[config.mk]
export PLATFORM = sky130hd
export DESIGN_NAME = frame_buffer_scheduler_flat
export DESIGN_NICKNAME = d
export VERILOG_FILES = /design/src/rtl/fb_sched_pkg.sv /design/src/rtl/frame_buffer_scheduler_if.sv /design/src/rtl/sat_counter16.sv /design/src/rtl/frame_buffer_scheduler.sv /design/src/flat_wrapper.sv
export SDC_FILE = /design/constraint.sdc
export NUM_CORES = 1
export LEC_CHECK = 0
export ABC_AREA = 1
export CORE_UTILIZATION = 38
export CTS_BUF_LIST = sky130_fd_sc_hd__clkbuf_16
export DETAILED_ROUTE_END_ITERATION = 10
export GPL_ROUTABILITY_DRIVEN = 1
export PLACE_DENSITY = 0.69
export SETUP_SLACK_MARGIN = 0.4
export SLEW_MARGIN = 20
export SYNTH_ARGS = -nofsm -noshare
export SYNTH_HDL_FRONTEND = slang
export SYNTH_SLANG_ARGS = --single-unit
[constraint.sdc]
create_clock -name clk_100Mhz -period 2.49 [get_ports clk_100Mhz]
set_input_delay 0.747 -clock clk_100Mhz [delete_from_list [all_inputs] [get_ports clk_100Mhz]]
set_output_delay 0.747 -clock clk_100Mhz [all_outputs]
set_load 0.03 [all_outputs]
[src/rtl/fb_sched_pkg.sv]
// rtl/fb_sched_pkg.sv - shared types and helpers for the triple-buffer frame scheduler
package fb_sched_pkg;

    localparam int NUM_BUF = 3;

    typedef logic [1:0]         buf_idx_t;
    typedef logic [NUM_BUF-1:0] buf_mask_t;

    typedef enum logic [1:0] {
        OFF  = 2'd0,
        FILL = 2'd1,
        RUN  = 2'd2
    } sched_state_t;

    // Lowest buffer index whose bit is clear in the exclusion mask.
    function automatic buf_idx_t pick_free(input buf_mask_t excl);
        buf_idx_t pick;
        pick = '0;
        for (int i = NUM_BUF - 1; i >= 0; i--) begin
            if (!excl[i]) begin
                pick = buf_idx_t'(i);
            end
        end
        return pick;
    endfunction

    function automatic logic [31:0] buf_addr(input logic [31:0] base,
                                             input logic [31:0] stride,
                                             input buf_idx_t    idx);
        return base + stride * {30'd0, idx};
    endfunction

endpackage

[src/rtl/frame_buffer_scheduler_if.sv]
// rtl/frame_buffer_scheduler_if.sv - writer/reader event inputs and buffer selection outputs
interface frame_buffer_scheduler_if;
    import fb_sched_pkg::*;

    logic        en;
    logic        wr_frame_done;
    logic        rd_frame_start;
    logic [31:0] wr_base_addr;
    logic [31:0] rd_base_addr;
    buf_idx_t    wr_idx;
    buf_idx_t    rd_idx;
    logic        rd_frame_valid;
    logic        wr_base_update;
    logic [15:0] frames_written;
    logic [15:0] frames_dropped;
    logic [15:0] frames_repeated;

    modport master (
        output en, wr_frame_done, rd_frame_start,
        input  wr_base_addr, rd_base_addr, wr_idx, rd_idx, rd_frame_valid,
        input  wr_base_update, frames_written, frames_dropped, frames_repeated
    );

    modport slave (
        input  en, wr_frame_done, rd_frame_start,
        output wr_base_addr, rd_base_addr, wr_idx, rd_idx, rd_frame_valid,
        output wr_base_update, frames_written, frames_dropped, frames_repeated
    );
endinterface

[src/rtl/sat_counter16.sv]
// rtl/sat_counter16.sv - 16-bit event counter that sticks at all-ones
module sat_counter16 (
    input  logic        clk,
    input  logic        rst,
    input  logic        inc,
    output logic [15:0] count
);
    logic [15:0] count_q;
    logic [15:0] count_d;

    always_comb begin
        count_d = count_q;
        if (inc && (count_q != 16'hFFFF)) begin
            count_d = count_q + 16'd1;
        end
    end

    always_ff @(posedge clk or posedge rst) begin
        if (rst) begin
            count_q <= '0;
        end else begin
            count_q <= count_d;
        end
    end

    assign count = count_q;
endmodule

[src/rtl/frame_buffer_scheduler.sv]
// rtl/frame_buffer_scheduler.sv - rotates three DDR frame buffers so the writer never
// touches the buffer on screen; counts written, dropped and repeated frames.
module frame_buffer_scheduler
    import fb_sched_pkg::*;
#(
    parameter logic [31:0] BASE_ADDR    = 32'h1000_0000,
    parameter logic [31:0] FRAME_STRIDE = 32'h0002_5800
) (
    input logic                     clk_100Mhz,
    input logic                     rst,
    frame_buffer_scheduler_if.slave sched
);
    localparam buf_idx_t WR_RST_IDX = 2'd0;
    localparam buf_idx_t RD_RST_IDX = 2'd2;

    sched_state_t state_q, state_d;
    buf_idx_t     wr_idx_q, wr_idx_d;
    buf_idx_t     rd_idx_q, rd_idx_d;
    buf_idx_t     ready_idx_q, ready_idx_d;
    logic         ready_valid_q, ready_valid_d;
    logic         rd_frame_valid_q, rd_frame_valid_d;
    logic         wr_base_update_q, wr_base_update_d;
    logic [31:0]  wr_addr_q, wr_addr_d;
    logic [31:0]  rd_addr_q, rd_addr_d;
    logic         done_d1_q;

    logic         commit;
    logic         inc_written, inc_dropped, inc_repeated;
    buf_mask_t    wr_mask, rd_mask;

    assign commit  = sched.wr_frame_done & ~done_d1_q;
    assign wr_mask = buf_mask_t'(1) << wr_idx_q;
    assign rd_mask = buf_mask_t'(1) << rd_idx_q;

    always_comb begin
        state_d          = state_q;
        wr_idx_d         = wr_idx_q;
        rd_idx_d         = rd_idx_q;
        ready_idx_d      = ready_idx_q;
        ready_valid_d    = ready_valid_q;
        rd_frame_valid_d = rd_frame_valid_q;
        inc_written      = 1'b0;
        inc_dropped      = 1'b0;
        inc_repeated     = 1'b0;

        if (!sched.en) begin
            state_d          = OFF;
            wr_idx_d         = WR_RST_IDX;
            rd_idx_d         = RD_RST_IDX;
            ready_idx_d      = '0;
            ready_valid_d    = 1'b0;
            rd_frame_valid_d = 1'b0;
        end else begin
            unique case (state_q)
                OFF: state_d = FILL;
                FILL: begin
                    if (commit) begin
                        state_d       = RUN;
                        ready_idx_d   = 2'd0;
                        ready_valid_d = 1'b1;
                        wr_idx_d      = 2'd1;
                        inc_written   = 1'b1;
                    end
                end
                RUN: begin
                    // A simultaneous start displays the frame just committed, skipping ready.
                    if (commit && sched.rd_frame_start) begin
                        rd_idx_d         = wr_idx_q;
                        ready_valid_d    = 1'b0;
                        rd_frame_valid_d = 1'b1;
                        wr_idx_d         = pick_free(wr_mask);
                        inc_dropped      = ready_valid_q;
                        inc_written      = 1'b1;
                    end else if (commit) begin
                        ready_idx_d   = wr_idx_q;
                        ready_valid_d = 1'b1;
                        wr_idx_d      = pick_free(wr_mask | rd_mask);
                        inc_dropped   = ready_valid_q;
                        inc_written   = 1'b1;
                    end else if (sched.rd_frame_start) begin
                        if (ready_valid_q) begin
                            rd_idx_d         = ready_idx_q;
                            ready_valid_d    = 1'b0;
                            rd_frame_valid_d = 1'b1;
                        end else begin
                            inc_repeated = 1'b1;
                        end
                    end
                end
                default: state_d = OFF;
            endcase
        end

        wr_base_update_d = sched.en && (wr_idx_d != wr_idx_q);
        wr_addr_d        = buf_addr(BASE_ADDR, FRAME_STRIDE, wr_idx_d);
        rd_addr_d        = buf_addr(BASE_ADDR, FRAME_STRIDE, rd_idx_d);
    end

    always_ff @(posedge clk_100Mhz or posedge rst) begin
        if (rst) begin
            state_q          <= OFF;
            wr_idx_q         <= WR_RST_IDX;
            rd_idx_q         <= RD_RST_IDX;
            ready_idx_q      <= '0;
            ready_valid_q    <= 1'b0;
            rd_frame_valid_q <= 1'b0;
            wr_base_update_q <= 1'b0;
            wr_addr_q        <= buf_addr(BASE_ADDR, FRAME_STRIDE, WR_RST_IDX);
            rd_addr_q        <= buf_addr(BASE_ADDR, FRAME_STRIDE, RD_RST_IDX);
            done_d1_q        <= 1'b0;
        end else begin
            state_q          <= state_d;
            wr_idx_q         <= wr_idx_d;
            rd_idx_q         <= rd_idx_d;
            ready_idx_q      <= ready_idx_d;
            ready_valid_q    <= ready_valid_d;
            rd_frame_valid_q <= rd_frame_valid_d;
            wr_base_update_q <= wr_base_update_d;
            wr_addr_q        <= wr_addr_d;
            rd_addr_q        <= rd_addr_d;
            done_d1_q        <= sched.wr_frame_done;
        end
    end

    sat_counter16 u_cnt_written (
        .clk   (clk_100Mhz),
        .rst   (rst),
        .inc   (inc_written),
        .count (sched.frames_written)
    );

    sat_counter16 u_cnt_dropped (
        .clk   (clk_100Mhz),
        .rst   (rst),
        .inc   (inc_dropped),
        .count (sched.frames_dropped)
    );

    sat_counter16 u_cnt_repeated (
        .clk   (clk_100Mhz),
        .rst   (rst),
        .inc   (inc_repeated),
        .count (sched.frames_repeated)
    );

    assign sched.wr_idx         = wr_idx_q;
    assign sched.rd_idx         = rd_idx_q;
    assign sched.wr_base_addr   = wr_addr_q;
    assign sched.rd_base_addr   = rd_addr_q;
    assign sched.rd_frame_valid = rd_frame_valid_q;
    assign sched.wr_base_update = wr_base_update_q;
endmodule

[src/flat_wrapper.sv]
// flat-port wrapper written by rule: the top's interface ports become plain ports
module frame_buffer_scheduler_flat import fb_sched_pkg::*;
#(
    parameter logic [31:0] BASE_ADDR    = 32'h1000_0000,
    parameter logic [31:0] FRAME_STRIDE = 32'h0002_5800
)
  (clk_100Mhz, rst, sched_en, sched_wr_frame_done, sched_rd_frame_start, sched_wr_base_addr, sched_rd_base_addr, sched_wr_idx, sched_rd_idx, sched_rd_frame_valid, sched_wr_base_update, sched_frames_written, sched_frames_dropped, sched_frames_repeated);
  frame_buffer_scheduler_if sched_i ();
  input logic clk_100Mhz;
  input logic rst;
  input wire logic [$bits(sched_i.en)-1:0] sched_en;
  input wire logic [$bits(sched_i.wr_frame_done)-1:0] sched_wr_frame_done;
  input wire logic [$bits(sched_i.rd_frame_start)-1:0] sched_rd_frame_start;
  output wire logic [$bits(sched_i.wr_base_addr)-1:0] sched_wr_base_addr;
  output wire logic [$bits(sched_i.rd_base_addr)-1:0] sched_rd_base_addr;
  output wire logic [$bits(sched_i.wr_idx)-1:0] sched_wr_idx;
  output wire logic [$bits(sched_i.rd_idx)-1:0] sched_rd_idx;
  output wire logic [$bits(sched_i.rd_frame_valid)-1:0] sched_rd_frame_valid;
  output wire logic [$bits(sched_i.wr_base_update)-1:0] sched_wr_base_update;
  output wire logic [$bits(sched_i.frames_written)-1:0] sched_frames_written;
  output wire logic [$bits(sched_i.frames_dropped)-1:0] sched_frames_dropped;
  output wire logic [$bits(sched_i.frames_repeated)-1:0] sched_frames_repeated;
  assign sched_i.en = sched_en;
  assign sched_i.wr_frame_done = sched_wr_frame_done;
  assign sched_i.rd_frame_start = sched_rd_frame_start;
  assign sched_wr_base_addr = sched_i.wr_base_addr;
  assign sched_rd_base_addr = sched_i.rd_base_addr;
  assign sched_wr_idx = sched_i.wr_idx;
  assign sched_rd_idx = sched_i.rd_idx;
  assign sched_rd_frame_valid = sched_i.rd_frame_valid;
  assign sched_wr_base_update = sched_i.wr_base_update;
  assign sched_frames_written = sched_i.frames_written;
  assign sched_frames_dropped = sched_i.frames_dropped;
  assign sched_frames_repeated = sched_i.frames_repeated;
  frame_buffer_scheduler #(.BASE_ADDR(BASE_ADDR), .FRAME_STRIDE(FRAME_STRIDE)) u_core (.clk_100Mhz(clk_100Mhz), .rst(rst), .sched(sched_i));
endmodule
Yosys cells after proc, flatten, opt, wreduce, memory -nomap -nowiden
Cells that the tools add are included.
{ "word_totals": {"ff_bits": 124, "inputBits": 5, "elab_cells": 102} }
{ "op_classes": {"addsub": 5, "mul": 2, "eq_ne": 16, "shift": 2, "mux": 51, "bitwise_logic": 3, "reduce_logical": 10} }
{ "ops": {"columns": ["op", "n"], "rows": [
  ["$add A29 B20 Y30 const A", 2],
  ["$add A16 B1 Y16 const B", 3],
  ["$ne A16 B16 Y1 const B", 3],
  ["$mux W2", 22],
  ["$mux W1", 24],
  ["$mul A7 B2 Y9 const A", 2],
  ["$ne A3 B1 Y1 const B", 3],
  ["$pmux W2 S2", 2],
  ["$reduce_and A4 Y1", 2],
  ["$ne A3 B2 Y1 const B", 2],
  ["$ne A3 B3 Y1 const B", 2],
  ["$pmux W2 S3", 1],
  ["$shl A1 B2 Y3 const A", 2],
  ["$logic_and A1 B1 Y1", 5],
  ["$ne A5 B3 Y1 const B", 1],
  ["$pmux W1 S2", 2],
  ["$or A3 B3 Y3", 1],
  ["$reduce_and A3 Y1", 1],
  ["$eq A2 B1 Y1 const B", 1],
  ["$eq A2 B2 Y1 const B", 1],
  ["$logic_not A2 Y1", 1],
  ["$ne A2 B1 Y1 const B", 1],
  ["$ne A2 B2 Y1", 1],
  ["$ne A2 B2 Y1 const B", 1],
  ["other kinds (3)", 3]
]} }

Depth between registers and ports, before layout
Gate-level depths: netlist (run 1).
{ "logic_depth": {"ltp_word": 11, "ltp_mapped": 12, "mapped_depth_nobuf": 12} }

By module
A second synthesis (run 1) with hierarchy kept.
{ "unflattened": {"cells_unflattened": 633, "area_unflattened_um2": 4665.7} }
{ "by_module_without_submodules": {"columns": ["module", "instances", "cells_each", "area_per_inst_um2", "seq_area_each_um2"], "rows": [
  ["sat_counter16 (u_core.u_cnt_dropped ...)", 2, 150, 1069.8, 400.4],
  ["frame_buffer_scheduler", 1, 187, 1516.5, 504.2],
  ["sat_counter16 (u_core.u_cnt_written)", 1, 146, 1009.7, 400.4]
]} }

Worst setup path after synthesis (run 1)
OpenSTA, ideal clock, no wires.
{ "synth_timing": {"kind": "input-to-reg", "from": "in sched_en", "to": "reg u_core.u_cnt_written.count_q[4], in the netlist u_core.u_cnt_written.count[4]", "arrival_ps": 1755, "required_ps": 2372, "setup_slack_ps": 616, "cell_stages": 9, "path_buffers": 2, "cell_sequence": "buf_2 inv_1 nor3_1 nand2_1 buf_4 nor2_2 nand2_1 nand2_1 nand2_1"} }
{ "synth_via": {"elab_chain_len": 2} }
{ "synth_lines": {"columns": ["element", "line", "rtl"], "rows": [
  ["start, declared", "flat_wrapper.sv:11", "input wire logic [$bits(sched_i.en)-1:0] sched_en;"],
  ["$mux W1", "frame_buffer_scheduler.sv:46", "if (!sched.en) begin"],
  ["$logic_and A1 B1 Y1", "sat_counter16.sv:13", "if (inc && (count_q != 16'hFFFF)) begin"],
  ["end signal, assigned", "sat_counter16.sv:22", "count_q <= count_d;"],
  ["end, declared", "sat_counter16.sv:8", "logic [15:0] count_q;"]
]} }
Every way passes these cells.
A chain may end at the register's enable or synchronous reset.

Worst setup path in the final report (run 1)
{ "layout_timing": {"from": "reg u_core.rd_addr_q[18], in the netlist u_core.sched.rd_base_addr[18]", "to": "out sched_rd_base_addr[18]"} }
{ "layout_rtl": {"columns": ["element", "line", "rtl"], "rows": [
  ["start, declared", "frame_buffer_scheduler.sv:24", "logic [31:0] rd_addr_q, rd_addr_d;"],
  ["start signal, assigned", "frame_buffer_scheduler.sv:109", "rd_addr_q <= buf_addr(BASE_ADDR, FRAME_STRIDE, RD_RST_IDX);"],
  ["start signal, assigned", "frame_buffer_scheduler.sv:120", "rd_addr_q <= rd_addr_d;"],
  ["end, declared", "flat_wrapper.sv:15", "output wire logic [$bits(sched_i.rd_base_addr)-1:0] sched_rd_base_addr;"]
]} }
No word-level cell between the ends.

==> run metrics, run 1 <==
largest net degree at the start of global routing=45; Layout area overhead=27.1%; core area=around 10000 sq um; GRT Residual Overflow=0; crit path DAT=1.32 ns; Fin Clk Skew=around 0.011 ns; final cycle utilization of the critical path=83.2%; leakage=2.85 nW; Power Internal=2.45 mW; H-Tree Depth=3; CP max FO=5; Fin. Hold Viols=0; CP startpoint kind=flop; Vias=3377; Post-CTS Setup Inserts=0; final setup margin=0.419 ns; Gate power share=32.9%; most common cell after layout, fill and taps aside=nand2_1; Cell variety after synth=30; clk buf depth=2; Clock power frac=30.9%; Die Ht=105 um; die footprint=11100 sq um; clock period minus final worst setup slack=2.07 ns; Cell Area, Synth=about 4100 sq um; CTS tree=yes; vias in the first global route=roughly 3200; setup violators final=0; slowest library cell on the worst path=dfstp_2; layout cell share with drive strength beyond 1=10.1%; critical path's largest stage delay=0.58 ns; Post-synth EDFFs=0; most frequent cells in the layout=nand2_1 (115), dlygate4sd2_1 (64), dfrtp_1 (64), inv_1 (55), nor2_1 (50); initial antenna violation count=0; Crit path max-delay family=flip-flops; Hold Slack=about 0.49 ns; post-synthesis register bit count=68; cells along the critical path=dlygate4sd2_1; ANT nets after route=0; port bufs=74; nets@finish=617; ant diodes=0; flop2flop setup slack=0.59 ns; maximum VDD drop=319 uV; Async SR Flop Fraction=100%; RSZ-0062 raised after global routing=true; Setup Crit Path Kind=flop to output pin; post-place setup slack=-0.0310 ns; Post-Synthesis Cells=501; # Max-Cap Violations=0; dpl hpwl=between 6 and 7 mm; FMAX=approximately 480 MHz; register area share after synthesis=a little over two fifths; fillers=1040; NetSw=1.56 mW; syn_area_per_cell=8.11 sq um; GRT Util Overall=16.6%; CP bufs+invs=1; first-pass GRT wire length=roughly 15 mm; Clk pin slew, worst setup/hold paths=0.05 ns; Chip Width=between 100 and 150 um; power per cell area=roughly 780 nW/um^2; crit path capture type=output pin; # rows=37; clk sinks=between 60 and 70; I/O Pins=about 120; routed len/inst=11.8 um; CTS buffer count=9; clk root buf=clkbuf_16; GPL Wtd Cong=0.867; First-pass DRT Iterations=4; hold_buf cts=0; Final Max Tran Viols=0; Worst EP required=1.74 ns; part of the power in registers=a little over a third; clock latency on the worst-skew pair=0.33 ns; Initial Utilization=39.2%; routed wire length=8.74 mm; vias per cell=4.56; Sw Share=39.0%; Syn. warnings=0; Worst Hold Class=flop to flop; Synth Flop Type=dfrtp_1; status=finished, final reports clean; # DRC=0; DRT iter0 DRCs=164
[per-layer routing]
layer  up-vias  global-route usage (%)  part of all wire (%)
li1       1681                       -                     -
met1      1596                    21.7                    47
met2        90                    27.1                    47
met3        10                    3.40                   4.6
met4         0                    6.34                   1.6
met5         -                       0                     0
[timing repair]
| action | in CTS | in global routing |
|---|---|---|
| setup endpoints to repair | 79 | 29 |
| pin swaps | 0 | 1 |
| resized for setup | 67 | 11 |
[cells by family after synthesis]
group,after synthesis,synth area share [%]
AOI/OAI and AO/OA,33,4.65
xor gates and xnor gates,40,8.62
DFF,68,42.0
other,2,0.185
buffers and inverters,117,16.3
adders and majority gates,13,4.00
and+or+nand+nor,228,24.3
[stage by stage]
stage	std cells	power (mW)	setup TNS [ns]	area [sq um]	util [%]
floorplan	547	2.44	0	4240	-
global placement	724	2.84	0	4920	47.5
detailed placement	724	2.87	-0.0436	4920	47.5
CTS	740	4.02	0	5130	49.5
global route	740	4.25	0	5170	49.8
finish	740	4.01	0	5170	49.8
[final timing paths]
kind	startpoint	endpoint	cells past startpoint
min in group asynchronous	rst	u_core.u_cnt_repeated.count[14]$_DFFE_PP0P_	2
setup reg to reg	u_core.state_q[0]$_DFFE_PP0P_	u_core.sched.wr_base_addr[12]$_DFF_PP0_	11
hold / removal	u_core.ready_idx_q[0]$_DFFE_PP0P_	u_core.ready_idx_q[0]$_DFFE_PP0P_	2
setup / recovery	u_core.sched.rd_base_addr[18]$_DFF_PP1_	sched_rd_base_addr[18]	1
max in group asynchronous	rst	u_core.sched.rd_base_addr[12]$_DFF_PP1_	3
hold reg to reg	u_core.ready_idx_q[0]$_DFFE_PP0P_	u_core.ready_idx_q[0]$_DFFE_PP0P_	2
[synthesized netlist by cell type (5+ instances only)]
cell,count,area [sq um]
a21oi_1,5,25.0
buf_4,57,428
dfrtp_1,65,1630
ha_1,13,163
inv_1,55,206
nand2_1,116,435
nand3_1,26,130
nand4_1,13,81.3
nor2_1,50,188
nor3_1,12,60.1
o21ai_0,20,100
xnor2_1,11,96.3
xor2_1,29,254
[cell type report]
| cell class | count | area [sq um] | share of cell area, % |
|---|---|---|---|
| timing repair buffer | 102 | 893 | 17.3 |
| clock inverter | 7 | 58.8 | 1.14 |
| inverter | 56 | 214 | 4.14 |
| multi-input combinational | 362 | 1900 | 36.8 |
| sequential | 68 | 1710 | 33.0 |
| tap | 136 | 170 | 3.29 |
| clock buffer | 9 | 225 | 4.36 |
[worst min-delay path: cells and delay by family, from the launching register on]
kind,cells,cell delay [ns]
compound gates,1,0.05
simple gates,1,0.05
flops,1,0.35
[registers in the layout, indices dropped and copies added, names as in the netlist]
signal,flops
u_core.ready_idx_q,2
u_core.sched.wr_idx,1
u_core.ready_valid_q,1
u_core.sched.rd_frame_valid,1
u_core.u_cnt_repeated.count,16
u_core.sched.wr_base_update,1
u_core.u_cnt_dropped.count,16
u_core.state_q,2
u_core.sched.wr_base_addr,5
u_core.u_cnt_written.count,16
u_core.sched.rd_base_addr,5
u_core.done_d1_q,1
u_core.sched.rd_idx,1
[power groups by stage]
stage / logic, mW / clock network, mW / registers, mW
final: 1.32 / 1.24 / 1.45
after floorplan: 0.725 / 0 / 1.71
after CTS: 1.31 / 1.26 / 1.45
after detailed placement: 1.40 / 0 / 1.48
after global placement: 1.37 / 0 / 1.47
after global routing: 1.46 / 1.31 / 1.48
Note: power is estimated with default switching activity, not from simulation.
==> run 2, diff against run 1 <==
Settings changed: PLACE_DENSITY 0.69 to 0.66.
Clock period 2.49 ns to 2 ns, I/O delays scaled along.
==> run 2 against run 1 <==
  * Sequential share of layout area shrank 3.0 points
  * Via count grew 7.8%
  * Non-clock buffer count grew 36
  * Sequential cell count is the same
  * Combinational power grew 58%
  * Clock skew shrank 0.0039 ns
==> run metrics, run 2 (synthesized netlist as in run 1, its figures left out) <==
status=finished, final reports clean; cells along the critical path=buf_4 > inv_1 > nand2_1 > nand2_1 > inv_1 > nand2_1 > nand2_1 > nand2_1 > nand2_1 > nand2_2 > ha_4 > inv_2; most frequent cells in the layout=nand2_1 (94), buf_4 (62), conb_1 (48), inv_1 (44), buf_2 (44); # rows=37 (unchanged); vias in the first global route=3297 (+4.5%); hold_buf cts=0 (unchanged); I/O Pins=123 (unchanged); clk root buf=clkbuf_16; setup violators final=0 (unchanged); CTS tree=yes; Initial Utilization=39.2% (unchanged); crit path capture type=flop; Hold Slack=0.477 ns (-0.00918 ns); clock period minus final worst setup slack=1.70 ns; Die Ht=105 um (unchanged); FMAX=588 MHz; First-pass DRT Iterations=4 (unchanged); Layout area overhead=43.0%; first-pass GRT wire length=15.4 mm (+3.5%); port bufs=74 (unchanged); CP startpoint kind=flop; Tot Pwr=5.74 mW (+43%); Clk pin slew, worst setup/hold paths=0.05 ns (about the same); Chip Width=105 um (unchanged); routed len/inst=13.0 um (+10%); GRT Util Overall=17.4% (+0.81 points); layout cell share with drive strength beyond 1=42.5% (+32 points); Final Max Tran Viols=0 (unchanged); largest net degree at the start of global routing=69 (+53%); Fin Clk Skew=0.00713 ns (-0.00393 ns); critical path's largest stage delay=0.56 ns (-0.02 ns); Fin. Hold Viols=0 (unchanged); ANT nets after route=0 (unchanged); GPL Wtd Cong=0.864 (-0.30%); leakage=2.93 nW (+2.8%); die footprint=11100 sq um (unchanged); placed cell area=5050 sq um (+2.7%); crit path DAT=1.93 ns (+0.61 ns); vias per cell=4.69 (+2.8%); Design Area, Final=5810 sq um (+12%); final setup margin=0.299 ns (-0.120 ns); dpl hpwl=6.53 mm (-1.0%); ant diodes=0 (unchanged); post-place setup slack=-0.353 ns (-0.322 ns); slowest library cell on the worst path=dfstp_2; final cycle utilization of the critical path=85.1%; routed wire length=10.1 mm (+15%); dpl cells=728 (+0.55%); Worst EP required=2.23 ns (+0.49 ns); clk sinks=68 (unchanged); most used cell, CP=nand2_1; nets@finish=653 (+5.8%); core area=10400 sq um (unchanged); GRT Residual Overflow=0 (unchanged); clk buf depth=2 (unchanged); # Max-Cap Violations=0 (unchanged); most common cell after layout, fill and taps aside=nand2_1; clock latency on the worst-skew pair=0.33 ns (about the same); # DRC=0 (unchanged); H-Tree Depth=3 (unchanged); power per cell area=988 nW/um^2 (+27%); Core Util, Final=56.0% (+6.2 points); Setup Crit Path Kind=flop to flop; initial antenna violation count=0 (unchanged); Worst Hold Class=primary input to flop; maximum VDD drop=500 uV (+57%); DRT iter0 DRCs=113 (-31%); RSZ-0062 raised after global routing=true; Vias=3640 (+7.8%); CP max FO=3 (-2); Final TNS setup=0 ns (unchanged); Non-Filler Instances=776 (+4.9%); CTS buffer count=9 (unchanged)
-- run 2: per-layer routing --
layer | share of wire [%] | global-route usage, % | vias up
met2 | 51 | 29.7 | 120
met3 | 3.9 | 2.84 | 20
li1 | - | - | 1744
met1 | 43 | 21.6 | 1756
met4 | 2.3 | 7.85 | 0
met5 | 0 | 0 | -
-- run 2: cell type report --
| cell class | instances | area, sq um |
|---|---|---|
| fill | 908 | 4560 |
| multi-input combinational | 362 | 2280 |
| sequential | 68 | 1750 |
| timing repair buffer | 138 | 1040 |
| inverter | 56 | 231 |
| clock buffer | 9 | 225 |
| tap | 136 | 170 |
| clock inverter | 7 | 116 |
-- run 2: critical path, delay by kind of cell, from the launching register on --
kind	cells	cell delay (ns)
adders and majority gates	1	0.29
buffers and inverters	4	0.25
DFF	1	0.56
and+or+nand+nor	7	0.49
-- run 2: final timing paths --
check	from	cells past startpoint	endpoint	slack (ns)
worst max-delay path	u_core.sched.rd_base_addr[18]$_DFF_PP1_	12	u_core.sched.wr_base_addr[12]$_DFF_PP0_	0.30
worst min-delay path	sched_wr_frame_done	1	u_core.done_d1_q$_DFF_PP0_	0.48
worst max register to register	u_core.sched.rd_base_addr[18]$_DFF_PP1_	12	u_core.sched.wr_base_addr[12]$_DFF_PP0_	0.30
worst min register to register	u_core.u_cnt_written.count[3]$_DFFE_PP0P_	1	u_core.u_cnt_written.count[3]$_DFFE_PP0P_	0.48
max in group asynchronous	rst	3	u_core.sched.rd_base_addr[15]$_DFF_PP1_	0.95
min in group asynchronous	rst	3	u_core.u_cnt_repeated.count[2]$_DFFE_PP0P_	0.72
-- run 2: power breakdown --
part	total (mW)	switching, mW	internal [mW]
Combinational	2.09	1.34	0.748
Sequential	1.84	0.242	1.60
Clock	1.81	0.599	1.21
-- run 2: repair_timing --
item / in CTS / in global routing
buffers inserted: 12 / 19
setup endpoints to repair: 136 / 86
gates resized for setup: 413 / 112
pin swaps: 16 / 26
gates cloned: 1 / 0
